==> src/rtl/led_pattern_gen.sv <==
// Free-running LED pattern source: a rate-selectable prescaler advances the
// rotating one-hot, bouncing pair and flash patterns together on each tick.
module led_pattern_gen #(
    parameter int          N_LEDS = 4,
    parameter int          CNT_W  = 32,
    parameter int unsigned LIMIT0 = 2**23 - 1,
    parameter int unsigned LIMIT1 = 2**22 - 1,
    parameter int unsigned LIMIT2 = 2**21 - 1,
    parameter int unsigned LIMIT3 = 2**20 - 1
) (
    input  logic              clk,
    input  logic              i_rst,
    input  logic              i_enable,
    input  logic [1:0]        i_speed_sel,
    input  logic              i_dir,
    output logic [N_LEDS-1:0] o_shift_leds,
    output logic [N_LEDS-1:0] o_shift2_leds,
    output logic [N_LEDS-1:0] o_flash_leds,
    output logic              o_tick
);

    typedef enum logic {
        BOUNCE_UP,
        BOUNCE_DOWN
    } bounce_t;

    localparam logic [N_LEDS-1:0] SHIFT_RST = {{(N_LEDS-1){1'b0}}, 1'b1};
    localparam logic [N_LEDS-1:0] PAIR_RST  = {{(N_LEDS-2){1'b0}}, 2'b11};

    logic [CNT_W-1:0]  cnt_q, cnt_d, limit;
    logic [1:0]        speed_q, speed_d;
    logic              tick_q, tick_d;
    logic [N_LEDS-1:0] shift_q, shift_d;
    logic [N_LEDS-1:0] pair_q, pair_d;
    logic [N_LEDS-1:0] flash_q, flash_d;
    bounce_t           bounce_q, bounce_d;
    logic              speed_change;

    always_comb begin
        case (i_speed_sel)
            2'd0:    limit = CNT_W'(LIMIT0);
            2'd1:    limit = CNT_W'(LIMIT1);
            2'd2:    limit = CNT_W'(LIMIT2);
            default: limit = CNT_W'(LIMIT3);
        endcase
    end

    assign speed_change = (speed_q != i_speed_sel);

    // speed_q only tracks the input while enabled, so a change made during a
    // freeze is still seen (and clears the counter) on the first enabled cycle.
    always_comb begin
        cnt_d    = cnt_q;
        speed_d  = speed_q;
        tick_d   = 1'b0;
        shift_d  = shift_q;
        pair_d   = pair_q;
        flash_d  = flash_q;
        bounce_d = bounce_q;
        if (i_enable) begin
            speed_d = i_speed_sel;
            if (speed_change) begin
                cnt_d = '0;
            end else if (cnt_q == limit) begin
                cnt_d   = '0;
                tick_d  = 1'b1;
                flash_d = ~flash_q;
                if (i_dir)
                    shift_d = {shift_q[0], shift_q[N_LEDS-1:1]};
                else
                    shift_d = {shift_q[N_LEDS-2:0], shift_q[N_LEDS-1]};
                case (bounce_q)
                    BOUNCE_UP: begin
                        pair_d = pair_q << 1;
                        if (pair_d[N_LEDS-1])
                            bounce_d = BOUNCE_DOWN;
                    end
                    default: begin
                        pair_d = pair_q >> 1;
                        if (pair_d[0])
                            bounce_d = BOUNCE_UP;
                    end
                endcase
            end else begin
                cnt_d = cnt_q + 1'b1;
            end
        end
    end

    always_ff @(posedge clk or negedge i_rst) begin
        if (!i_rst) begin
            cnt_q    <= '0;
            speed_q  <= 2'd0;
            tick_q   <= 1'b0;
            shift_q  <= SHIFT_RST;
            pair_q   <= PAIR_RST;
            flash_q  <= '0;
            bounce_q <= BOUNCE_UP;
        end else begin
            cnt_q    <= cnt_d;
            speed_q  <= speed_d;
            tick_q   <= tick_d;
            shift_q  <= shift_d;
            pair_q   <= pair_d;
            flash_q  <= flash_d;
            bounce_q <= bounce_d;
        end
    end

    assign o_shift_leds  = shift_q;
    assign o_shift2_leds = pair_q;
    assign o_flash_leds  = flash_q;
    assign o_tick        = tick_q;

endmodule

==> config.mk <==
export PLATFORM = sky130hd
export DESIGN_NAME = led_pattern_gen
export DESIGN_NICKNAME = d
export VERILOG_FILES = /design/src/rtl/led_pattern_gen.sv
export SDC_FILE = /design/constraint.sdc
export NUM_CORES = 1
export LEC_CHECK = 0
export CAP_MARGIN = 25
export CORE_ASPECT_RATIO = 1.1
export CORE_MARGIN = 8
export CORE_UTILIZATION = 35
export CTS_CLUSTER_SIZE = 12
export DETAILED_ROUTE_END_ITERATION = 10
export PLACE_DENSITY = 0.65
export SYNTH_ARGS = -nofsm -noshare
export SYNTH_HDL_FRONTEND = slang
export SYNTH_SLANG_ARGS = --single-unit
export TNS_END_PERCENT = 5
==> constraint.sdc <==
create_clock -name clk -period 2 [get_ports clk]
set_clock_uncertainty 0.1 [all_clocks]
set_input_delay 0.4 -clock clk [delete_from_list [all_inputs] [get_ports clk]]
set_output_delay 0.4 -clock clk [all_outputs]
set_load 0.05 [all_outputs]
==> flow_summary_export.csv <==
group,metric,value,unit
detailed_routing,first_pass_iters,5,
yosys,syn_avg_cell_area,9.58,sq um
floorplanning,rows,34,
yosys,synth_top_cell_area_share,0.390,
timing,worst_slack,-0.0133,ns
clock_tree,clock-sinks,48,
timing,max_freq,497,MHz
cells_and_area,layout_commonest_cell,"buf_4",
clock_tree,cts_tree,"done",
floorplanning,dieArea,11400,sq um
place,detailed_place_hpwl,5880,microns
clock_tree,insertion_delay,0.31,ns
power_and_ir_drop,pwr-share-clk,0.378,
cells_and_area,drive_gt1_frac,0.371,
timing,rsz0062_at_grt,"yes",
power_and_ir_drop,swShare,0.252,
yosys,yosysWarnings,0,
cells_and_area,fill_cells,744,
power_and_ir_drop,p_switching,0.487,mW
cells_and_area,seqCellArea,1210,sq um
timing,period_minus_slack,2.01,ns
yosys,netlist_area,2880,sq um
detailed_routing,drtIter0Drc,152,
floorplanning,start_util,0.363,
cells_and_area,nets,386,
timing,worstMarginPinSlew,0.469,ns
cells_and_area,multi_input_area,1620,sq um
cells_and_area,stdcell_count,488,
setup_path,cp-end-kind,"flip-flop",
clock_tree,cts_made_buffers,5,
power_and_ir_drop,power_density,506,nW/um^2
power_and_ir_drop,pwr-share-comb,0.112,
grt,grt_antenna_before_repair,0,
cells_and_area,final_util,0.481,
detailed_routing,wl,7940,microns
run_status,violations,"setup timing",
clock_tree,root_buffer,"clkbuf_8",
power_and_ir_drop,internal-power,1.45,mW
cells_and_area,areaGrowthSynthToFinish,32.8,%
yosys,synth_edf_count,0,
timing,finalSetupViolations,4,
floorplanning,core,7960,sq um
setup_path,startpoint_type,"flip-flop",
grt,grt_max_degree,22,
timing,timing.setup.tns,-0.0369,ns
yosys,ys_seq_area_frac,0.418,
place,io_buffers,18,
yosys,synth_cells,301,
power_and_ir_drop,p_leak,1.66,nW
yosys,synth_fp_nets,308,
clock_tree,clockBufferDepth,2,
clock_tree,htree_levels,2,
grt,first_global_vias,2735,
detailed_routing,ant_nets,0,
floorplanning,fp.dieH,111,microns
detailed_routing,via_per_inst,5.61,
timing,hold_ws,0.372,ns
yosys,synthArstFlopShare,1.00,
place,routabilityCongestion,0.851,
detailed_routing,drt-wirelength-per-cell,16.3,microns
detailed_routing,drc,0,
cells_and_area,diodes,0,
setup_path,crit_required,2.09,ns
power_and_ir_drop,vdd_drop_max,0.239,mV
yosys,synth_largest_area_cell,"dfrtp_1",
timing,hold_viol,0,
grt,grtUsageTotal,0.145,
run_status,status,"complete, but fails checks",
detailed_routing,num_vias,2740,
power_and_ir_drop,finalPower,1.94,mW
yosys,ys_ff_latch,48,
min_path,hold_path_class,"reg2reg",
yosys,ys_types,60,
yosys,ys.flop_type,"dfrtp_1",
setup_path,critPathArrivalTime,2.10,ns
floorplanning,die_w,103,microns
timing,drv_slew,0,
yosys,synthTopCellsByArea,"dfrtp_1 39%, nand3_1 5.7%, mux2_2 3.5%",
cells_and_area,final_cell_mix,"75 x buf_4, 41 x dfrtp_1, 31 x nand3_1, 18 x nand2_1, 15 x o21ai_0",
grt,grt_pass1_wl,13300,microns
timing,finalCritPeriodShare,1.01,
job,cap_violations,0,
timing,slew_headroom,0.684,
setup_path,cp_max_fo,5,
setup_path,worstSetupPathType,"reg2reg",
grt,grt-ovfl-total,0,
clock_tree,clk_pin_slew,0.10,ns
place,dp.cells,474,
floorplanning,io_pins,19,
power_and_ir_drop,pwr-share-seq,0.510,
-- path summary, 6_finish.rpt --
check | slack (ns) | startpoint | cells past startpoint | end
worst min register to register | 0.37 | o_flash_leds[3] | 1 | o_flash_leds[3]
worst min-delay path | 0.37 | o_flash_leds[3] | 1 | o_flash_leds[3]
min in group asynchronous | 0.47 | i_rst | 2 | cnt_q[18]
worst max register to register | -0.01 | cnt_q[27] | 7 | cnt_q[5]
worst max-delay path | -0.01 | cnt_q[27] | 7 | cnt_q[5]
max in group asynchronous | 0.73 | i_rst | 3 | o_shift2_leds[0]
-- what timing repair did --
item                                    4_1_cts  5_1_grt
hold endpoints to repair                     16        0
buffers inserted                              4        0
pin swaps                                     4        2
gates cloned                                  1        0
hold buffers                                  1        0
resized for setup                            11       10
endpoints found under the setup margin       39       33
-- routing by layer --
layer  part of all wire  wire length (microns)  global-route usage
met4              0.021                    164              0.0588
met5                  0                      0                   0
met3              0.050                    398              0.0207
met1               0.43                   3450               0.180
met2               0.49                   3920               0.241
-- logic make-up after synthesis --
group,after synthesis,synth area share
AND/OR/NAND/NOR,128,0.259
flip-flops,48,0.418
buffers and inverters,30,0.0486
AO/OA/AOI/OAI,69,0.173
multiplexers,19,0.0785
XOR/XNOR,6,0.0182
adder cells (fa/ha/maj),1,0.00434
-- area by class of cell --
class / instances / share of cell area
tap: 108 / 0.0353
clock inverter: 3 / 0.0124
multi-input combinational: 224 / 0.423
timing repair buffer: 87 / 0.183
inverter: 13 / 0.0127
clock buffer: 5 / 0.0180
sequential: 48 / 0.316
-- flip-flops by register name, summed over array words and instances (netlist names) --
register,count
bounce_q,1
cnt_q,32
o_flash_leds,4
o_shift2_leds,4
o_shift_leds,4
o_tick,1
speed_q,2
-- critical path, cell delays in order (launching register included) --
cell and delay, ns:
dfrtp_1 0.42, nor4_2 0.33, nand4b_1 0.22, nor3b_4 0.22, buf_6 0.16, buf_6 0.12
a21oi_1 0.06, a211o_1 0.27
-- power by group through the flow --
| stage | clock network, mW | registers (mW) | logic (mW) |
|---|---|---|---|
| after CTS | 0.754 | 0.987 | 0.212 |
| after detailed placement | 0 | 1.01 | 0.206 |
| final | 0.733 | 0.987 | 0.217 |
| after global placement | 0 | 1.01 | 0.202 |
| after global routing | 0.809 | 0.988 | 0.232 |
| after floorplan | 0 | 1.01 | 0.0901 |
-- cells in the mapped netlist, types with 2 or more instances --
cell type,n
and3_1,8
mux2_2,9
nand4_2,2
o221ai_2,2
nor4_1,8
nor2b_1,2
xnor2_1,6
nor2_1,11
inv_1,11
mux2_4,5
a31o_2,2
o21ai_0,15
nand2b_1,2
or2_2,2
o311ai_0,2
nor3_2,2
and2_1,3
buf_6,2
and4_1,2
dfstp_2,3
o22ai_1,2
a221o_1,2
mux2i_1,5
a41oi_1,2
dfrtp_1,45
nand4_1,11
clkbuf_1,6
a21oi_1,9
or3_1,2
o31ai_1,5
nor3_1,14
a31oi_1,11
a211o_1,5
nand3_1,33
o211ai_1,3
buf_2,6
nand2_1,18
-- stage by stage --
stage,instance area [sq um],setup WS (ns)
5_1_grt,3830,-0.0925
2_1_floorplan,2910,-0.0129
6_report,3830,-0.0133
4_1_cts,3790,-0.00727
3_5_place_dp,3590,-0.522
3_3_place_gp,3590,-0.476
(Power assumes the default switching activity.)
